### config.mk
export PLATFORM = sky130hd
export DESIGN_NAME = cpu_cycle_sequencer
export DESIGN_NICKNAME = d
export VERILOG_FILES = /design/src/rtl/cpu_cycle_sequencer.sv
export SDC_FILE = /design/constraint.sdc
export NUM_CORES = 1
export LEC_CHECK = 0
export ABC_AREA = 1
export CAP_MARGIN = 20
export CORE_MARGIN = 2
export CORE_UTILIZATION = 52
export DETAILED_ROUTE_END_ITERATION = 8
export PLACE_DENSITY = 0.81
export SYNTH_ARGS = -nofsm -noshare
export SYNTH_HDL_FRONTEND = slang
export SYNTH_SLANG_ARGS = --single-unit
### constraint.sdc
create_clock -name clk -period 2 [get_ports clk]
set_input_delay 0.4 -clock clk [delete_from_list [all_inputs] [get_ports clk]]
set_output_delay 0.4 -clock clk [all_outputs]
set_load 0.02 [all_outputs]
### src/rtl/cpu_cycle_sequencer.sv
// cpu_cycle_sequencer: multi-cycle phase sequencer for the MIPS core.
// Steps each instruction through IF, ID, EX, optional MEM and WB, and issues
// one-cycle enable strobes so the whole datapath runs on the single clock.
// Also handles memory-ready waits with a timeout, single-step, halt and
// exception stop.
module cpu_cycle_sequencer #(
  parameter int MEM_TIMEOUT = 16,
  parameter int CNT_W       = 32
) (
  input  logic             clk,
  input  logic             reset,
  input  logic             run,
  input  logic             halt_req,
  input  logic             step_mode,
  input  logic             step_pulse,
  input  logic             imem_ready,
  input  logic             dmem_ready,
  input  logic             is_mem_op,
  input  logic             is_wb,
  input  logic             exception,
  output logic             imem_req,
  output logic             ir_en,
  output logic             dec_en,
  output logic             alu_en,
  output logic             dmem_req,
  output logic             rf_we_en,
  output logic             pc_en,
  output logic [2:0]       phase,
  output logic             busy,
  output logic             halted,
  output logic             timeout,
  output logic [CNT_W-1:0] instr_count
);

  typedef enum logic [2:0] {
    S_IDLE      = 3'd0,
    S_IF        = 3'd1,
    S_ID        = 3'd2,
    S_EX        = 3'd3,
    S_MEM       = 3'd4,
    S_WB        = 3'd5,
    S_STEP_WAIT = 3'd6,
    S_HALT      = 3'd7
  } state_t;

  // Last wait cycle allowed before a memory access is declared dead.
  localparam logic [7:0] WAIT_LAST = 8'(MEM_TIMEOUT - 1);

  state_t     state;
  state_t     next_state;
  logic [7:0] wait_cnt;
  logic       mem_q;
  logic       wb_q;
  logic       timeout_q;
  logic       set_timeout;

  // Next-state selection and Moore strobe decode for the current phase.
  always_comb begin
    next_state  = state;
    set_timeout = 1'b0;
    imem_req    = 1'b0;
    ir_en       = 1'b0;
    dec_en      = 1'b0;
    alu_en      = 1'b0;
    dmem_req    = 1'b0;
    rf_we_en    = 1'b0;
    pc_en       = 1'b0;
    halted      = 1'b0;
    case (state)
      S_IDLE: begin
        if (halt_req)  next_state = S_HALT;
        else if (run)  next_state = S_IF;
      end
      S_IF: begin
        imem_req = 1'b1;
        ir_en    = imem_ready;
        if (imem_ready) begin
          next_state = S_ID;
        end else if (wait_cnt == WAIT_LAST) begin
          next_state  = S_HALT;
          set_timeout = 1'b1;
        end
      end
      S_ID: begin
        dec_en     = 1'b1;
        next_state = S_EX;
      end
      S_EX: begin
        alu_en = 1'b1;
        if (exception)  next_state = S_HALT;
        else if (mem_q) next_state = S_MEM;
        else            next_state = S_WB;
      end
      S_MEM: begin
        dmem_req = 1'b1;
        if (dmem_ready) begin
          next_state = S_WB;
        end else if (wait_cnt == WAIT_LAST) begin
          next_state  = S_HALT;
          set_timeout = 1'b1;
        end
      end
      S_WB: begin
        pc_en    = 1'b1;
        rf_we_en = wb_q;
        if (halt_req)       next_state = S_HALT;
        else if (step_mode) next_state = S_STEP_WAIT;
        else                next_state = S_IF;
      end
      S_STEP_WAIT: begin
        if (halt_req)                     next_state = S_HALT;
        else if (step_pulse || !step_mode) next_state = S_IF;
      end
      S_HALT: begin
        halted = 1'b1;
        if (run && !timeout_q && !halt_req) next_state = S_IF;
      end
      default: next_state = S_IDLE;
    endcase
  end

  // State, wait counter, decoder flags, sticky timeout and retire counter.
  always_ff @(posedge clk) begin
    if (reset) begin
      state       <= S_IDLE;
      wait_cnt    <= 8'd0;
      mem_q       <= 1'b0;
      wb_q        <= 1'b0;
      timeout_q   <= 1'b0;
      instr_count <= '0;
    end else begin
      state <= next_state;
      if (next_state != state) begin
        wait_cnt <= 8'd0;
      end else if ((state == S_IF && !imem_ready) || (state == S_MEM && !dmem_ready)) begin
        wait_cnt <= wait_cnt + 8'd1;
      end
      if (state == S_ID) begin
        mem_q <= is_mem_op;
        wb_q  <= is_wb;
      end
      if (set_timeout) begin
        timeout_q <= 1'b1;
      end
      if (state == S_WB) begin
        instr_count <= instr_count + {{(CNT_W-1){1'b0}}, 1'b1};
      end
    end
  end

  assign phase   = state;
  assign busy    = (state == S_IF) || (state == S_ID) || (state == S_EX) ||
                   (state == S_MEM) || (state == S_WB);
  assign timeout = timeout_q;

endmodule

; After elaboration in Yosys (flattened, before gate mapping)
; Cells that the tools add are included.
[word_totals]
input_bits = 11
elab_cells = 59
output_inout_bits = 45
ff_bits = 46
[classes]
reduce_logical = 17
eq_ne = 9
n_mux = 25
n_addsub = 2
[ops]
columns = cell, count
row1 = $add 32x1->32 const B, 1
row2 = $mux 3, 10
row3 = $pmux 3 s8, 1
row4 = $eq 3x3->1 const B, 4
row5 = $mux 1, 12
row6 = $add 8x1->8 const B, 1
row7 = $eq 8x4->1 const B, 1
row8 = $eq 3x2->1 const B, 2
row9 = $logic_or 1x1->1, 6
row10 = $logic_not 1->1, 5
row11 = $logic_and 1x1->1, 4
row12 = $eq 3x1->1 const B, 1
row13 = $logic_not 3->1, 1
row14 = $ne 3x3->1, 1
row15 = $mux 2, 1
row16 = $pmux 1 s2, 1
row17 = $reduce_or 2->1, 1

; Logic depth before layout (Yosys ltp)
; Gate-level depths: netlist of run 1.
[logic_depth]
depth_word = 7
depth_mapped = 13
depth_no_buf = 12

; Worst setup path before layout of run 1
; OpenSTA, ideal clock, no wires.
[synth_timing]
path_type = register -> output
start = register state[1], in the netlist phase[1]
end = output port busy
arrival_ps = 1631
path_stages_with_launch = 5
path_slack_ps = -31
cell_sequence = dfxtp_1 > inv_2 > nor3_1 > inv_1 > nand4_1
[synth_between]
elab_chain_cells = 5
elab_cells_between_ends = 9
[synth_rtl]
columns = item, line
row1 = from (decl), 49  ; state_t state;
row2 = from (signal assigned), 132  ; state <= next_state;
row3 = $eq 3x1->1 / $eq 3x2->1 (equally long branches), 152  ; assign busy = (state == S_IF) || (state == S_ID) || (state == S_EX) ||
row4 = $logic_or 1x1->1 (3 in a row), 152
row5 = $logic_or 1x1->1 (*), 153  ; (state == S_MEM) || (state == S_WB);
row6 = to (decl), 29  ; output logic busy,
; Every way passes the cells marked *; elsewhere a longest branch is shown, timed or not.

; Final worst setup path of run 1
[layout_timing]
start = register state[0], in the netlist phase[0]
end = output port busy
; Same word-level chain as after synthesis.

==> out/results.ini, run 1 <==
[die]
ioPinCount = 56
floorplan.die.height_um = 76.81
die_area_um2 = 5899
floorplan.initialDensity = 0.5397
num_rows = 26
die_width_um = 76.81
placeableCoreArea_um2 = 5107

[worst_setup_path]
worstPathArrival_ns = 1.52
endpoint = busy
critical_path.reg2reg.startpoint = phase[1]
timing_worst_setup_path_type = reg2out
cp_cell_sequence = buf_4, nor3_2, inv_1, nand4_1, dlygate4sd2_1
r2r_cells = 10
endpoint_kind = output pin
critical_path.max_fanout = 6
worstSetupStartpoint = phase[0]
timing.rr.end = instr_count[19]
crit_slowest_cell = sky130_fd_sc_hd__dfxtp_4
reg2reg_setup_slack_ns = 0.14
critPathLaunchType = flop
critical_path_required_ns = 1.60
worst_path_largest_cell_delay_ns = 0.39

[cells_and_area]
drive_gt1_frac = 0.1202
nFillCells = 467
flow.area_growth_from_synthesis_pct = 31.91
final-seq-area_um2 = 924.6
most-common-layout-cells = sky130_fd_sc_hd__nand2_1, sky130_fd_sc_hd__nor2_1, sky130_fd_sc_hd__inv_1
final_net_count = 511
design_area_um2 = 3636
mostFrequentLayoutCell = sky130_fd_sc_hd__nand2_1
multi_input_comb_area_um2 = 1567
antennaDiodeCount = 0

[synthesis]
syn_avg_cell_area_um2 = 6.579
synthesis.nets = 432
post_synth_inst_count = 419
syn-cell-area_um2 = 2756
yosys.cell_types.count = 33
synth_top_area_frac = 0.3341
synthTopCellsByArea = sky130_fd_sc_hd__dfxtp_1, sky130_fd_sc_hd__nand2_1, sky130_fd_sc_hd__nor2_1
ys_async_sr_fraction = 0
synth_warnings = 0
ys.flop_type = sky130_fd_sc_hd__dfxtp_1
synth_area_leader_cell = sky130_fd_sc_hd__dfxtp_1
synth_edf_count = 0
synth_seq_area_share = 0.3341
ys_seq_elements = 46

[route]
route.detailed.vias_per_inst = 5.076
detail-route-antenna-nets = 0
detailroute.via_count = 2888
drt_drc_violations_left = 0
firstDrtPassIters = 5
routed_wire_length_per_instance_um = 12.73
drt_iter0_markers = 152
routed_wirelength_um = 7244

[sta]
timing.fmax_mhz = 520.1
report.final.slew_viol_count = 0
finalCritPeriodShare = 0.9613
rsz0062_at_grt = false
timing.clock.skew_ns = 0.007720
slew-limit-headroom = 0.6958
minimum_period_implied_by_the_final_worst_setup_slack_ns = 1.923
finalHoldViolations = 0
pin_slew_with_the_least_headroom_to_its_limit_ns = 0.4522
finalSetupViolations = 0
setup_slack_ns = 0.07741

[cts]
master_cell_of_the_clock_root_buffer = sky130_fd_sc_hd__clkbuf_8
clk_pin_slew_worst_paths_ns = 0.08
tritoncts = built
cts_htree_levels = 2
clock_sinks = 46
clock_tree.buffer_depth = 2
insertion_delay_ns = 0.30
cts_inserted_buffers = 5
post-cts-setup-buffer-count = 0
postCtsHoldBufs = 0

[min_path]
timing.hold.worst.class = reg2reg

[pwr]
vdd.ir_drop.worst_mv = 0.6947
power_density_nw_per_um2 = 858.2
total_leakage_power_nw = 1.431
overall_power_mw = 3.120

[placed_design]
placedInstanceArea_um2 = 3543
preCtsSetupSlack_ns = -0.04854
dp_hpwl_um = 5581
finalWeightedCongestion = 0.9647
io_buffer_count = 55

[global_routing]
number_of_antenna_violations_at_the_first_check_in_global_routing = 0
global_route.overflow_total = 0
first_global_vias = 2713
overall_routing_resource_usage = 0.2495
wire_length_of_the_first_global_routing_pass_um = 12060
largest_net_degree_at_the_start_of_global_routing = 22

[status]
run_status = completed

[flow_run]
cap_viol_max_count = 0

[sequential cells by signal, indices dropped and copies added (netlist names)]
signal / count
instr_count: 32
mem_q: 1
wait_cnt: 8
timeout: 1
wb_q: 1
phase: 3
[worst max-delay path: cells and delay by family, from the launching register on]
kind	cells	cell delay, ns
buffers and inverters	3	0.56
and+or+nand+nor	2	0.28
DFF	1	0.39
[Yosys cell counts, types with 2 or more instances]
master / number
sky130_fd_sc_hd__nand3_1: 24
sky130_fd_sc_hd__inv_2: 2
sky130_fd_sc_hd__nor2_2: 3
sky130_fd_sc_hd__o21ai_0: 19
sky130_fd_sc_hd__nor2_1: 59
sky130_fd_sc_hd__a31oi_1: 3
sky130_fd_sc_hd__nand4_1: 14
sky130_fd_sc_hd__nand2_2: 5
sky130_fd_sc_hd__inv_1: 52
sky130_fd_sc_hd__dfxtp_1: 46
sky130_fd_sc_hd__a21oi_1: 26
sky130_fd_sc_hd__ha_1: 2
sky130_fd_sc_hd__buf_6: 3
sky130_fd_sc_hd__clkbuf_1: 4
sky130_fd_sc_hd__nor2_4: 3
sky130_fd_sc_hd__nand2_4: 2
sky130_fd_sc_hd__xor2_1: 8
sky130_fd_sc_hd__nor3_4: 2
sky130_fd_sc_hd__nand3b_1: 4
sky130_fd_sc_hd__nand2_1: 103
sky130_fd_sc_hd__nor3b_1: 3
sky130_fd_sc_hd__nor3_1: 17
sky130_fd_sc_hd__xnor2_1: 5
[per-stage QoR]
step	hold slack (ns)	TNS [ns]	utilization	cells
after floorplan	0.4301	0	-	419
after global routing	0.5212	0	0.7119	569
after detailed placement	0.4723	-0.1801	0.6938	561
after global placement	0.4386	-0.02527	0.6938	561
final	0.4779	0	0.7119	569
after CTS	0.4852	0	0.7099	569
[what timing repair did]
item                       4_1_cts  5_1_grt
resized for setup               11        3
pin swaps                        0        0
setup endpoints to repair       10        2
[power breakdown]
part | leakage [nW] | total (mW) | internal (mW) | switching [mW]
clock network | 0.0441 | 0.577 | 0.246 | 0.331
logic | 1.02 | 1.50 | 0.625 | 0.872
registers | 0.372 | 1.05 | 0.978 | 0.0683
[logic make-up after synthesis]
group / count (synthesis) / share of synthesized area
muxes: 1 / 0.004085
AOI/OAI and AO/OA: 51 / 0.09669
buffers and inverters: 63 / 0.1030
xor gates and xnor gates: 13 / 0.04131
and+or+nand+nor: 243 / 0.4117
adders and majority gates: 2 / 0.009077
DFF: 46 / 0.3341
[how the worst min path moves through the flow]
stage	from	end	slack, ns	cells past startpoint
after floorplan	wb_q	wb_q	0.43	2
after global placement	wb_q	wb_q	0.44	2
after detailed placement	wb_q	wb_q	0.47	2
after CTS	wb_q	wb_q	0.49	2
after global routing	instr_count[31]	instr_count[31]	0.52	2
final	wb_q	wb_q	0.48	2
[layout make-up]
type	instances	area share
Multi-Input combinational cell	310	0.4308
Sequential cell	46	0.2543
Timing Repair Buffer	79	0.2013
Inverter	56	0.06469
Tap cell	70	0.02409
Clock buffer	5	0.01893
Clock inverter	3	0.005850
[routing by layer]
metal	GRT usage	up-vias	wire (um)	part of all wire
li1	-	1511	-	-
met1	0.2950	1275	3079	0.43
met2	0.4526	80	3669	0.51
met3	0.04588	22	327	0.045
met4	0.08000	0	167	0.023
met5	0	-	0	0
Note: power is estimated with default switching activity, not from simulation.
==> run 2: changes to the inputs <==
--- a/config.mk
+++ b/config.mk
@@ -7,7 +7,6 @@
 export LEC_CHECK = 0
 export ABC_AREA = 1
 export CAP_MARGIN = 20
-export CORE_MARGIN = 2
 export CORE_UTILIZATION = 52
 export DETAILED_ROUTE_END_ITERATION = 8
 export PLACE_DENSITY = 0.81
==> run 2 against run 1 <==
Against the previous run: global-route usage up 2.3 points; first-iteration DRC count increased by 5.3%; critical path depth unchanged; highest routed layer unchanged; largest cell class unchanged.
==> out/results.ini, run 2 (same netlist as run 1, synthesis figures left out) <==
[pwr]
total_leakage_power_nw = 1.439
overall_power_mw = 3.162
internal_power_mw = 1.921
power_density_nw_per_um2 = 868.0
vdd.ir_drop.worst_mv = 0.6961
seq_power_share = 0.336
netSwitchingPower_mw = 1.240
pwr-share-comb = 0.439
switching_share_of_total_power = 0.3923
power_frac_clock = 0.225

[global_routing]
global_route.overflow_total = 0
number_of_antenna_violations_at_the_first_check_in_global_routing = 0
largest_net_degree_at_the_start_of_global_routing = 22
first_global_vias = 2774
wire_length_of_the_first_global_routing_pass_um = 11750
overall_routing_resource_usage = 0.2725

[sta]
finalSetupViolations = 0
timing.clock.skew_ns = 0.01190
timing.fmax_mhz = 531.2
timing.hold.ws_ns = 0.4603
pin_slew_with_the_least_headroom_to_its_limit_ns = 0.4595
minimum_period_implied_by_the_final_worst_setup_slack_ns = 1.882
finalCritPeriodShare = 0.9412
setup_slack_ns = 0.1176
rsz0062_at_grt = false
report.final.slew_viol_count = 0
finalHoldViolations = 0
slew-limit-headroom = 0.6909

[status]
run_status = completed

[cells_and_area]
most-common-layout-cells = sky130_fd_sc_hd__nand2_1, sky130_fd_sc_hd__nor2_1, sky130_fd_sc_hd__inv_1
flow.area_growth_from_synthesis_pct = 32.14
layout.cells.non_filler = 568
max_reg_flops = 32
final_net_count = 510
antennaDiodeCount = 0
nFillCells = 464
regMostFlops = instr_count
mostFrequentLayoutCell = sky130_fd_sc_hd__nand2_1
drive_gt1_frac = 0.1145

[cts]
post-cts-setup-buffer-count = 0
cts_resized = 12
clock_sinks = 46
tritoncts = built
master_cell_of_the_clock_root_buffer = sky130_fd_sc_hd__clkbuf_8
cts_htree_levels = 2
clock_tree.buffer_depth = 2
postCtsHoldBufs = 0
clk_pin_slew_worst_paths_ns = 0.08
insertion_delay_ns = 0.30
cts_inserted_buffers = 5

[placed_design]
place.detailed.instances = 560
io_buffer_count = 55
preCtsSetupSlack_ns = -0.03102
finalWeightedCongestion = 0.9356
dp_hpwl_um = 5424

[worst_setup_path]
critical_path_required_ns = 1.60
r2r_cells = 10
endpoint_kind = output pin
cp_cell_sequence = buf_12, inv_12, nand3_1, nand4_1, dlygate4sd2_1
critical_path.reg2reg.startpoint = phase[1]
crit_slowest_cell = sky130_fd_sc_hd__dfxtp_1
endpoint = busy
critPathLaunchType = flop
worstPathArrival_ns = 1.48
cpLargestDelayFamily = buffers and inverters
worstSetupStartpoint = phase[2]
timing_worst_setup_path_type = reg2out
path_buf_inv = 3
timing.rr.end = instr_count[19]
reg2reg_setup_slack_ns = 0.16
timing.critical_path.depth = 5
worst_path_largest_cell_delay_ns = 0.33
critical_path.max_fanout = 9

[die]
die_width_um = 74.81
ioPinCount = 56
die_area_um2 = 5596
floorplan.die.height_um = 74.81
num_rows = 26
placeableCoreArea_um2 = 5107
floorplan.initialDensity = 0.5397

[route]
routed_wire_length_per_instance_um = 12.50
firstDrtPassIters = 4
route.detailed.vias_per_inst = 5.236
detailroute.via_count = 2974
drt_iter0_markers = 160
drt_drc_violations_left = 0
routed_wirelength_um = 7101
detail-route-antenna-nets = 0

[flow_run]
cap_viol_max_count = 0

[min_path]
timing.hold.worst.class = reg2reg
hold-path-cell-count = 2

==> run 2: metal layers <==
layer,GRT usage,vias to the layer above,routed length (um)
met1,0.3157,1341,3040
met3,0.04953,25,317
met4,0.1090,0,210
li1,-,1514,-
met2,0.4945,94,3532
met5,0,-,0
==> run 2: worst register-to-register path: stages (launching register included) <==
cell and delay [ns]:
sky130_fd_sc_hd__dfxtp_2 0.37, sky130_fd_sc_hd__buf_4 0.15, sky130_fd_sc_hd__nor2_4 0.16, sky130_fd_sc_hd__nand2_4 0.06, sky130_fd_sc_hd__buf_4 0.19, sky130_fd_sc_hd__nor2_4 0.11, sky130_fd_sc_hd__nand2_2 0.08, sky130_fd_sc_hd__nor3_4 0.19
sky130_fd_sc_hd__nand2_1 0.14, sky130_fd_sc_hd__nor3_1 0.21, sky130_fd_sc_hd__nor3_2 0.07
==> run 2: worst min path at each step <==
stage	to	startpoint	slack [ns]
5_1_grt	wb_q	wb_q	0.49
3_3_place_gp	wb_q	wb_q	0.44
2_1_floorplan	wb_q	wb_q	0.43
4_1_cts	wb_q	wb_q	0.47
3_5_place_dp	wb_q	wb_q	0.45
6_report	wb_q	wb_q	0.46
==> run 2: area by class of cell <==
type | instances | area (um^2) | share of cell area
repair buffers | 78 | 724.4 | 0.1989
clock buffers | 5 | 68.82 | 0.01889
flip-flops and latches | 46 | 925.9 | 0.2542
clock inverters | 3 | 43.79 | 0.01202
multi-input cells | 310 | 1556 | 0.4273
well taps | 70 | 87.58 | 0.02405
inverters | 56 | 235.2 | 0.06458
==> run 2: metrics by stage <==
stage / utilization / instance area, um^2 / setup TNS (ns)
2_1_floorplan: - / 2761 / 0
3_3_place_gp: 0.6923 / 3536 / -0.03589
3_5_place_dp: 0.6923 / 3536 / -0.07754
4_1_cts: 0.7131 / 3642 / 0
5_1_grt: 0.7131 / 3642 / 0
6_report: 0.7131 / 3642 / 0
==> run 2: power groups by stage <==
stage / logic, mW / clock network (mW) / registers, mW
final: 1.39 / 0.712 / 1.06
after global routing: 1.51 / 0.764 / 1.07
after CTS: 1.39 / 0.724 / 1.06
after detailed placement: 1.43 / 0 / 1.07
after global placement: 1.44 / 0 / 1.08
after floorplan: 0.850 / 0 / 1.08
==> run 3: changes to the inputs <==
==> constraint.sdc (replaced) <==
create_clock -name clk -period 2 [get_ports clk]
set_input_delay 0.6 -clock clk [delete_from_list [all_inputs] [get_ports clk]]
set_output_delay 0.6 -clock clk [all_outputs]
set_load 0.02 [all_outputs]
==> run 3 against run 2 <==
Against the previous run: via count up 0.17%; largest cell class unchanged; non-clock buffer count up 16; hold slack worse by 0.0068 ns; critical path type unchanged; clock-buffer cell count unchanged; first-iteration DRC count down 23%; flip-flop and latch count unchanged; maximum frequency down 4.2%.
==> out/results.ini, run 3 (same netlist as run 1, synthesis figures left out) <==
[status]
run_status = completed

[pwr]
internal_power_mw = 1.966
power_frac_clock = 0.183
power_density_nw_per_um2 = 855.3
netSwitchingPower_mw = 1.290
switching_share_of_total_power = 0.3963
vdd.ir_drop.worst_mv = 0.6458
overall_power_mw = 3.257
seq_power_share = 0.328
pwr-share-comb = 0.490
total_leakage_power_nw = 1.766

[worst_setup_path]
cpLargestDelayFamily = buffers and inverters
critical_path_required_ns = 1.40
critical_path.max_fanout = 5
crit_slowest_cell = sky130_fd_sc_hd__clkdlybuf4s50_1
cp_cell_sequence = clkdlybuf4s50_1
timing.rr.end = instr_count[24]
worst_path_largest_cell_delay_ns = 0.64
endpoint_kind = output pin
timing_worst_setup_path_type = reg2out
endpoint = instr_count[6]
reg2reg_setup_slack_ns = 0.15
r2r_cells = 12
critPathLaunchType = flop
worstPathArrival_ns = 1.36
path_buf_inv = 1
worstSetupStartpoint = instr_count[6]
critical_path.reg2reg.startpoint = phase[1]
timing.critical_path.depth = 1

[route]
detailroute.via_count = 2979
detail-route-antenna-nets = 0
drt_iter0_markers = 123
drt_drc_violations_left = 0
route.detailed.vias_per_inst = 5.101
routed_wirelength_um = 7239
firstDrtPassIters = 4
routed_wire_length_per_instance_um = 12.40

[cts]
cts_htree_levels = 2
clk_pin_slew_worst_paths_ns = 0.09
master_cell_of_the_clock_root_buffer = sky130_fd_sc_hd__clkbuf_8
insertion_delay_ns = 0.30
clock_tree.buffer_depth = 2
cts_inserted_buffers = 5
tritoncts = built
clock_sinks = 46

[min_path]
hold-path-cell-count = 2
hold_start = wb_q
timing.hold.worst.class = reg2reg

[cells_and_area]
most-common-layout-cells = sky130_fd_sc_hd__nand2_1, sky130_fd_sc_hd__nor2_1, sky130_fd_sc_hd__inv_1
max_reg_flops = 32
final_net_count = 526
flow.area_growth_from_synthesis_pct = 38.13
mostFrequentLayoutCell = sky130_fd_sc_hd__nand2_1
regMostFlops = instr_count
antennaDiodeCount = 0
design_area_um2 = 3807
drive_gt1_frac = 0.1770
nFillCells = 427

[sta]
finalCritPeriodShare = 0.9823
setup_slack_ns = 0.03535
finalSetupViolations = 0
pin_slew_with_the_least_headroom_to_its_limit_ns = 0.4505
minimum_period_implied_by_the_final_worst_setup_slack_ns = 1.965
timing.clock.skew_ns = 0.01313
rsz0062_at_grt = false
finalHoldViolations = 0
report.final.slew_viol_count = 0
totalNegativeSetupSlack_ns = 0
slew-limit-headroom = 0.6969
timing.fmax_mhz = 509.0

[placed_design]
dp_hpwl_um = 5546
finalWeightedCongestion = 0.9308
preCtsSetupSlack_ns = -0.4278
placedInstanceArea_um2 = 3669
io_buffer_count = 55

[die]
floorplan.die.height_um = 74.81
num_rows = 26
die_width_um = 74.81
ioPinCount = 56
floorplan.initialDensity = 0.5397
placeableCoreArea_um2 = 5107
die_area_um2 = 5596

[global_routing]
first_global_vias = 2694
overall_routing_resource_usage = 0.2714
global_route.overflow_total = 0
wire_length_of_the_first_global_routing_pass_um = 11650
largest_net_degree_at_the_start_of_global_routing = 22
number_of_antenna_violations_at_the_first_check_in_global_routing = 0

[flow_run]
cap_viol_max_count = 0

run 3: power groups by stage:
stage / clock network, mW / registers [mW] / logic [mW]
floorplan: 0 / 1.08 / 0.850
global placement: 0 / 1.07 / 1.61
detailed placement: 0 / 1.07 / 1.62
CTS: 0.604 / 1.06 / 1.56
global route: 0.641 / 1.08 / 1.74
finish: 0.595 / 1.07 / 1.59
run 3: through the flow:
| stage | cells | utilization | hold slack, ns |
|---|---|---|---|
| 2_1_floorplan | 419 | - | 0.4301 |
| 3_3_place_gp | 576 | 0.7183 | 0.4404 |
| 3_5_place_dp | 576 | 0.7183 | 0.4460 |
| 4_1_cts | 584 | 0.7335 | 0.4589 |
| 5_1_grt | 584 | 0.7455 | 0.4903 |
| 6_report | 584 | 0.7455 | 0.4536 |
run 3: timing repair:
action,4_1_cts,5_1_grt
setup endpoints to repair,14,32
setup buffers,0,0
gates resized for setup,39,31
hold buffers,0,0
endpoints found under the hold margin,0,0
run 3: worst reg2reg max path, cell delays in order (launching register included):
cell	delay [ns]
sky130_fd_sc_hd__dfxtp_2	0.37
sky130_fd_sc_hd__buf_4	0.15
sky130_fd_sc_hd__nor2_4	0.17
sky130_fd_sc_hd__nand2_4	0.06
sky130_fd_sc_hd__buf_4	0.20
sky130_fd_sc_hd__nor2_4	0.13
sky130_fd_sc_hd__nand2_1	0.10
sky130_fd_sc_hd__inv_1	0.11
sky130_fd_sc_hd__nand3_1	0.16
sky130_fd_sc_hd__nor2_1	0.14
sky130_fd_sc_hd__nand2_1	0.06
sky130_fd_sc_hd__nand2_1	0.07
sky130_fd_sc_hd__nor2_1	0.04
run 3: metal layers:
metal	up-vias	global-route usage	share of wire
met3	12	0.05756	0.051
li1	1538	-	-
met1	1342	0.3083	0.42
met4	0	0.08386	0.011
met5	-	0	0
met2	87	0.5055	0.52
run 3: how the worst min path moves through the flow:
stage	endpoint	slack, ns
floorplan	wb_q	0.43
global route	wb_q	0.49
CTS	wb_q	0.46
detailed placement	wb_q	0.45
finish	wb_q	0.45
global placement	wb_q	0.44
run 3: layout make-up:
type	count	area, um^2	share of cell area
multi-input cells	310	1583	0.4157
clock inverters	3	23.77	0.006244
clock buffers	5	68.82	0.01807
inverters	56	235.2	0.06178
well taps	70	87.58	0.02300
repair buffers	94	882.1	0.2317
flip-flops and latches	46	927.1	0.2435
